==> config.mk <==
export PLATFORM = sky130hd
export DESIGN_NAME = ni_ejector_flat
export DESIGN_NICKNAME = d
export VERILOG_FILES = /design/src/rtl/ni_ejector_if.sv /design/src/rtl/ni_ejector.sv /design/src/flat_wrapper.sv
export SDC_FILE = /design/constraint.sdc
export NUM_CORES = 1
export LEC_CHECK = 0
export ABC_AREA = 1
export BUFFER_PORTS_ARGS = -buffer_cell sky130_fd_sc_hd__buf_2
export CORE_MARGIN = 3
export CORE_UTILIZATION = 35
export DETAILED_ROUTE_END_ITERATION = 8
export SETUP_SLACK_MARGIN = 0.4
export SLEW_MARGIN = 10
export SYNTH_ARGS = -nofsm -noshare
export SYNTH_HDL_FRONTEND = slang
export SYNTH_SLANG_ARGS = --single-unit
==> constraint.sdc <==
create_clock -name clk -period 11.9 [get_ports clk]
set_input_delay 2.38 -clock clk [delete_from_list [all_inputs] [get_ports clk]]
set_output_delay 2.38 -clock clk [all_outputs]
set_load 0.01 [all_outputs]
==> src/rtl/ni_ejector_if.sv <==
// rtl/ni_ejector_if.sv - QDI flit ingress, credit return and clocked flit egress bundle
// master drives the router rails, credit acks and consumer ready; slave is the ejector.
interface ni_ejector_if #(
    parameter int DW  = 32,
    parameter int FT  = 3,
    parameter int VCN = 1
);
    localparam int SCN = DW / 2;

    logic [SCN-1:0] di0;
    logic [SCN-1:0] di1;
    logic [SCN-1:0] di2;
    logic [SCN-1:0] di3;
    logic [FT-1:0]  dift;
    logic [VCN-1:0] divc;
    logic           dia;
    logic [VCN-1:0] dic;
    logic [VCN-1:0] dica;
    logic [DW-1:0]  fdata;
    logic [FT-1:0]  fft;
    logic [VCN-1:0] fvc;
    logic           fvalid;
    logic           fready;

    modport master (
        output di0, di1, di2, di3, dift, divc, dica, fready,
        input  dia, dic, fdata, fft, fvc, fvalid
    );

    modport slave (
        input  di0, di1, di2, di3, dift, divc, dica, fready,
        output dia, dic, fdata, fft, fvc, fvalid
    );
endinterface

==> src/rtl/ni_ejector.sv <==
// rtl/ni_ejector.sv - QDI 1-of-4 flit receiver with flit FIFO and per-VC 4-phase credit return
// Rails are synchronized, checked for completion, decoded and queued toward the clocked NI.
module ni_ejector #(
    parameter int DW    = 32,
    parameter int SCN   = DW / 2,
    parameter int FT    = 3,
    parameter int VCN   = 1,
    parameter int DEPTH = 4
) (
    input  logic         clk,
    input  logic         rst,
    ni_ejector_if.slave  ni_io
);
    localparam int AW = 4 * SCN + FT + 2 * VCN;
    localparam int PW = $clog2(DEPTH);
    localparam int CW = PW + 1;
    localparam int EW = DW + FT + VCN;

    typedef enum logic [1:0] {RX_IDLE, RX_CAPT, RX_WAIT} rx_e;
    typedef enum logic [1:0] {C_IDLE, C_REQ, C_RTZ} cr_e;

    logic [AW-1:0]  async_w;
    logic [AW-1:0]  sync1_q;
    logic [AW-1:0]  sync2_q;
    logic [SCN-1:0] s0, s1, s2, s3;
    logic [FT-1:0]  sft;
    logic [VCN-1:0] svc;
    logic [VCN-1:0] sca;

    assign async_w = {ni_io.dica, ni_io.divc, ni_io.dift, ni_io.di3, ni_io.di2, ni_io.di1, ni_io.di0};
    assign {sca, svc, sft, s3, s2, s1, s0} = sync2_q;

    always_ff @(posedge clk or posedge rst) begin
        if (rst) begin
            sync1_q <= '0;
            sync2_q <= '0;
        end else begin
            sync1_q <= async_w;
            sync2_q <= sync1_q;
        end
    end

    logic          grp_ok_w;
    logic          valid_w;
    logic          spacer_w;
    logic [DW-1:0] data_w;

    // Rail di1/di2/di3 hot encodes 1/2/3, so bit1 = di2|di3 and bit0 = di1|di3.
    always_comb begin
        grp_ok_w = 1'b1;
        data_w   = '0;
        for (int i = 0; i < SCN; i++) begin
            if (!$onehot({s3[i], s2[i], s1[i], s0[i]})) grp_ok_w = 1'b0;
            data_w[2*i+1] = s3[i] | s2[i];
            data_w[2*i]   = s3[i] | s1[i];
        end
    end

    assign valid_w  = grp_ok_w && $onehot(sft) && $onehot(svc);
    assign spacer_w = ~|{svc, sft, s3, s2, s1, s0};

    logic [EW-1:0] mem_q [DEPTH];
    logic [PW-1:0] wptr_q, rptr_q;
    logic [CW-1:0] cnt_q, cnt_d;
    logic [EW-1:0] head_w;
    logic [VCN-1:0] head_vc_w;
    logic          full_w, empty_w, pop_w, push_w;
    rx_e           rx_q;
    logic          dia_q;
    logic          valid_prev_q;
    logic          spacer_prev_q;

    assign head_w    = mem_q[rptr_q];
    assign head_vc_w = head_w[DW+FT +: VCN];
    assign full_w    = (cnt_q == CW'(DEPTH));
    assign empty_w   = (cnt_q == '0);
    assign pop_w     = !empty_w && ni_io.fready;
    // A pop in the same cycle frees the head slot, so a full FIFO can still accept.
    assign push_w    = (rx_q == RX_IDLE) && valid_w && valid_prev_q && (!full_w || pop_w);

    always_comb begin
        cnt_d = cnt_q;
        if (push_w && !pop_w) cnt_d = cnt_q + CW'(1);
        else if (pop_w && !push_w) cnt_d = cnt_q - CW'(1);
    end

    always_ff @(posedge clk or posedge rst) begin
        if (rst) begin
            for (int i = 0; i < DEPTH; i++) mem_q[i] <= '0;
            wptr_q <= '0;
            rptr_q <= '0;
            cnt_q  <= '0;
        end else begin
            if (push_w) begin
                mem_q[wptr_q] <= {svc, sft, data_w};
                wptr_q        <= wptr_q + PW'(1);
            end
            if (pop_w) rptr_q <= rptr_q + PW'(1);
            cnt_q <= cnt_d;
        end
    end

    always_ff @(posedge clk or posedge rst) begin
        if (rst) begin
            rx_q          <= RX_IDLE;
            dia_q         <= 1'b0;
            valid_prev_q  <= 1'b0;
            spacer_prev_q <= 1'b0;
        end else begin
            valid_prev_q  <= valid_w;
            spacer_prev_q <= spacer_w;
            case (rx_q)
                RX_IDLE: if (push_w) begin
                    dia_q <= 1'b1;
                    rx_q  <= RX_CAPT;
                end
                RX_CAPT: rx_q <= RX_WAIT;
                RX_WAIT: if (spacer_w && spacer_prev_q) begin
                    dia_q <= 1'b0;
                    rx_q  <= RX_IDLE;
                end
                default: rx_q <= RX_IDLE;
            endcase
        end
    end

    logic [CW-1:0]  pend_q [VCN];
    logic [CW-1:0]  pend_d [VCN];
    cr_e            cst_q  [VCN];
    logic [VCN-1:0] dic_q;
    logic [VCN-1:0] inc_w;
    logic [VCN-1:0] dec_w;

    always_comb begin
        for (int v = 0; v < VCN; v++) begin
            inc_w[v]  = pop_w && head_vc_w[v];
            dec_w[v]  = (cst_q[v] == C_REQ) && sca[v];
            pend_d[v] = pend_q[v] + CW'(inc_w[v]) - CW'(dec_w[v]);
        end
    end

    always_ff @(posedge clk or posedge rst) begin
        if (rst) begin
            for (int v = 0; v < VCN; v++) begin
                pend_q[v] <= '0;
                cst_q[v]  <= C_IDLE;
            end
            dic_q <= '0;
        end else begin
            for (int v = 0; v < VCN; v++) begin
                pend_q[v] <= pend_d[v];
                case (cst_q[v])
                    C_IDLE: if (pend_q[v] != '0 || inc_w[v]) begin
                        dic_q[v] <= 1'b1;
                        cst_q[v] <= C_REQ;
                    end
                    C_REQ: if (sca[v]) begin
                        dic_q[v] <= 1'b0;
                        cst_q[v] <= C_RTZ;
                    end
                    C_RTZ: if (!sca[v]) cst_q[v] <= C_IDLE;
                    default: cst_q[v] <= C_IDLE;
                endcase
            end
        end
    end

    assign ni_io.fdata  = head_w[DW-1:0];
    assign ni_io.fft    = head_w[DW +: FT];
    assign ni_io.fvc    = head_vc_w;
    assign ni_io.fvalid = !empty_w;
    assign ni_io.dia    = dia_q;
    assign ni_io.dic    = dic_q;
endmodule

==> src/flat_wrapper.sv <==
// flat-port wrapper written by rule: the top's interface ports become plain ports
module ni_ejector_flat 
#(
    parameter int DW    = 32,
    parameter int SCN   = DW / 2,
    parameter int FT    = 3,
    parameter int VCN   = 1,
    parameter int DEPTH = 4
)
  (clk, rst, ni_io_di0, ni_io_di1, ni_io_di2, ni_io_di3, ni_io_dift, ni_io_divc, ni_io_dica, ni_io_fready, ni_io_dia, ni_io_dic, ni_io_fdata, ni_io_fft, ni_io_fvc, ni_io_fvalid);
  ni_ejector_if #(.DW(DW), .FT(FT), .VCN(VCN)) ni_io_i ();
  input  logic clk;
  input  logic rst;
  input wire logic [$bits(ni_io_i.di0)-1:0] ni_io_di0;
  input wire logic [$bits(ni_io_i.di1)-1:0] ni_io_di1;
  input wire logic [$bits(ni_io_i.di2)-1:0] ni_io_di2;
  input wire logic [$bits(ni_io_i.di3)-1:0] ni_io_di3;
  input wire logic [$bits(ni_io_i.dift)-1:0] ni_io_dift;
  input wire logic [$bits(ni_io_i.divc)-1:0] ni_io_divc;
  input wire logic [$bits(ni_io_i.dica)-1:0] ni_io_dica;
  input wire logic [$bits(ni_io_i.fready)-1:0] ni_io_fready;
  output wire logic [$bits(ni_io_i.dia)-1:0] ni_io_dia;
  output wire logic [$bits(ni_io_i.dic)-1:0] ni_io_dic;
  output wire logic [$bits(ni_io_i.fdata)-1:0] ni_io_fdata;
  output wire logic [$bits(ni_io_i.fft)-1:0] ni_io_fft;
  output wire logic [$bits(ni_io_i.fvc)-1:0] ni_io_fvc;
  output wire logic [$bits(ni_io_i.fvalid)-1:0] ni_io_fvalid;
  assign ni_io_i.di0 = ni_io_di0;
  assign ni_io_i.di1 = ni_io_di1;
  assign ni_io_i.di2 = ni_io_di2;
  assign ni_io_i.di3 = ni_io_di3;
  assign ni_io_i.dift = ni_io_dift;
  assign ni_io_i.divc = ni_io_divc;
  assign ni_io_i.dica = ni_io_dica;
  assign ni_io_i.fready = ni_io_fready;
  assign ni_io_dia = ni_io_i.dia;
  assign ni_io_dic = ni_io_i.dic;
  assign ni_io_fdata = ni_io_i.fdata;
  assign ni_io_fft = ni_io_i.fft;
  assign ni_io_fvc = ni_io_i.fvc;
  assign ni_io_fvalid = ni_io_i.fvalid;
  ni_ejector #(.DW(DW), .SCN(SCN), .FT(FT), .VCN(VCN), .DEPTH(DEPTH)) u_core (.clk(clk), .rst(rst), .ni_io(ni_io_i));
endmodule
==> flow_summary_export.csv <==
group,metric,value,unit
status,status,"finished, final reports clean",
clock_network,clkLatencyLatePin,0.57,ns
global_routing,grt_pass1_vias,9523,
detailed_routing,antenna_left,0,
cells_and_area,multi_input_area,4830,µm²
synth,synth_top_area_share,0.572,
clock_network,post_cts_buffers,0,
cells_and_area,register_area,7510,µm²
synth,yosys.area.top_type,"dfrtp_1",
cells_and_area,fin_nets,1563,
placement,dpl.cell_count,1836,
die,core-area,36800,µm²
synth,synth.top_cells.by_count,"nand2_1, dfrtp_1, nand4_1",
timing,finalHoldViolations,0,
placement,post-place-ws,7.04,ns
die,boundaryPins,111,
clock_network,cts-hold-fix-buffers,0,
die,placementRows,70,
worst_setup_path,critPathRequiredTime,9.52,ns
die,die_area,39900,µm²
timing,slew_headroom,0.324,
global_routing,grt_overflow,0,
placement,port_buffers,110,
placement,place_congestion,0.837,
synth,ys_warn_count,0,
global_routing,grt_pass1_wl,53.4,mm
timing,finalMaxSlewViolations,0,
synth,synth_area_leaders,"dfrtp_1, nand2_1, ha_1",
clock_network,clockBufferDepth,3,
placement,dp_hpwl,21.1,mm
worst_setup_path,crit_type,"reg2out",
worst_setup_path,start_kind,"flip-flop",
synth,synth_area,13100,µm²
timing,max_slew.worst_pin.slew,1.01,ns
pwr,p_per_area,179,nW/µm²
detailed_routing,first_iter_violations,720,
clock_network,cts.clk_slew.worst_paths,0.06,ns
timing,finClkSkew,0.0162,ns
synth,yosys_most_used_dff,"dfrtp_1",
clock_network,clock-root-buffer,"clkbuf_16",
synth,ys_seq_area_frac,0.572,
die,initial_core_util,0.357,
synth,ys_seq_elements,300,
synth,synth.distinct_cells,30,
clock_network,htree_levels,1,
clock_network,cts_tree,"done",
synth,syn_nets,1491,
detailed_routing,firstDrtPassIters,5,
timing,worst_slack,6.75,ns
cells_and_area,areaGrowthSynthToFinish,13.9,%
die,die_w,200,µm
detailed_routing,drc,0,
synth,postSynthCellCount,1329,
cells_and_area,layoutNonFillerInstCount,1893,
synth,avgSynthCellArea,9.87,µm²
cells_and_area,drive_above_1_share,0.133,
clock_network,cts_made_buffers,31,
timing,setup_viol_count_final,0,
global_routing,antenna_found_initial,1,
global_routing,grt.total_usage,0.170,
detailed_routing,avgViaCountPerCell,5.01,
timing,rsz0062_at_grt,"no",
global_routing,grt_max_degree,172,
timing,fin_crit,5.15,ns
synth,async_reset_ff_frac,1.00,
synth,synth_edf_count,0,
detailed_routing,wire_per_inst,17.7,µm
detailed_routing,wirelength,33.6,mm
detailed_routing,vias,9485,
clock_network,cts_resized,0,
worst_setup_path,crit_path_end_kind,"primary output",
synth,synthMostInstantiatedCell,"nand2_1",
die,die_h,200,µm
worst_setup_path,critPathMaxFanout,37,
timing,fin_crit_sh,0.433,
worst_setup_path,cp.arrival,2.77,ns
min_path,holdCritPathClass,"reg2reg",
clock_network,clock_sinks,300,
timing,whs,0.342,ns
cells_and_area,n_antenna_cell,0,
cells_and_area,fillers,3653,
timing,tns,0,ns
cells_and_area,fin_util,0.406,
pwr,power.leakage,0.00767,µW
pwr,peakVddDrop,0.000133,V
job,cap_violations,0,
timing,fmax,194,MHz
## area by class of cell
cell class | count | area share
timing repair buffer | 121 | 0.0432
sequential | 300 | 0.503
clock buffer | 45 | 0.0595
clock inverter | 12 | 0.00703
multi-input combinational | 849 | 0.323
inverter | 98 | 0.0251
tap | 468 | 0.0392
## cells by family (layout without fill, tap and decap cells)
logic type,count (synthesis),after routing,share of synthesized area
AND/OR/NAND/NOR,636,636,0.217
flip-flops,300,300,0.572
buffers and inverters,180,276,0.0609
AO/OA/AOI/OAI,116,116,0.0485
adder cells (fa/ha/maj),90,90,0.0967
XOR/XNOR,6,6,0.00401
multiplexers,1,1,0.000858
## metal layers
layer / up-vias / GRT usage / share of wire
met5: - / 0 / 0.00024
met4: 2 / 0.0463 / 0.028
met3: 59 / 0.0266 / 0.051
met2: 259 / 0.268 / 0.46
met1: 4642 / 0.245 / 0.46
li1: 4523 / - / -
## layout by cell type (no fill, tap or decap), types with 6 or more instances in the layout
cell type    n
clkbuf_1     8
inv_1       96
clkbuf_16   31
o21ai_0     74
buf_2      110
dfrtp_1    299
o22ai_1     35
nand2_1    336
or2_2        6
nand4_1    142
nand3_1      7
buf_4       10
ha_1        67
nor3_1       9
clkbuf_8     6
nor2_1     127
fa_1        19
## state kept, by name, summed over array words and instances, names as in the netlist, 2 cells and up
signal / cells
u_core.cst_q: 2
u_core.pend_q: 3
u_core.cnt_q: 3
u_core.sync2_q: 69
u_core.wptr_q: 2
u_core.rx_q: 2
u_core.sync1_q: 69
u_core.rptr_q: 2
u_core.mem_q: 144
## where the power goes
part | total [µW] | internal, µW | switching, µW
Combinational | 642 | 217 | 425
Clock | 942 | 540 | 402
Sequential | 1090 | 1060 | 30.4
Total | 2680 | 1820 | 857
## critical path, stage by stage (launching register included)
cell and delay [ns]:
dfrtp_1 0.35, buf_4 0.26, inv_1 0.49, buf_4 0.40
o21ai_0 0.22, o22ai_1 0.27, buf_2 0.19
## through the flow
stage	instance area, µm²	total power [µW]
global placement	13900	1760
detailed placement	13900	1760
CTS	14900	2720
floorplan	13100	1500
global route	14900	2840
finish	14900	2680
## final timing paths
| path | from | to | slack (ns) | depth (start not counted) |
|---|---|---|---|---|
| max in group asynchronous | rst | u_core.rptr_q[0]$_DFFE_PP0P_ | 8.39 | 3 |
| min in group asynchronous | rst | u_core.sync1_q[40]$_DFF_PP0_ | 1.98 | 2 |
| worst min-delay path | u_core.sync1_q[42]$_DFF_PP0_ | u_core.sync2_q[42]$_DFF_PP0_ | 0.34 | 0 |
| worst min register to register | u_core.sync1_q[42]$_DFF_PP0_ | u_core.sync2_q[42]$_DFF_PP0_ | 0.34 | 0 |
| worst max-delay path | u_core.rptr_q[1]$_DFFE_PP0P_ | ni_io_fdata[16] | 6.75 | 6 |
| worst max register to register | u_core.sync2_q[32]$_DFF_PP0_ | u_core.mem_q[20]$_DFFE_PP0P_ | 7.07 | 14 |
Power figures use the tool's default switching activity.
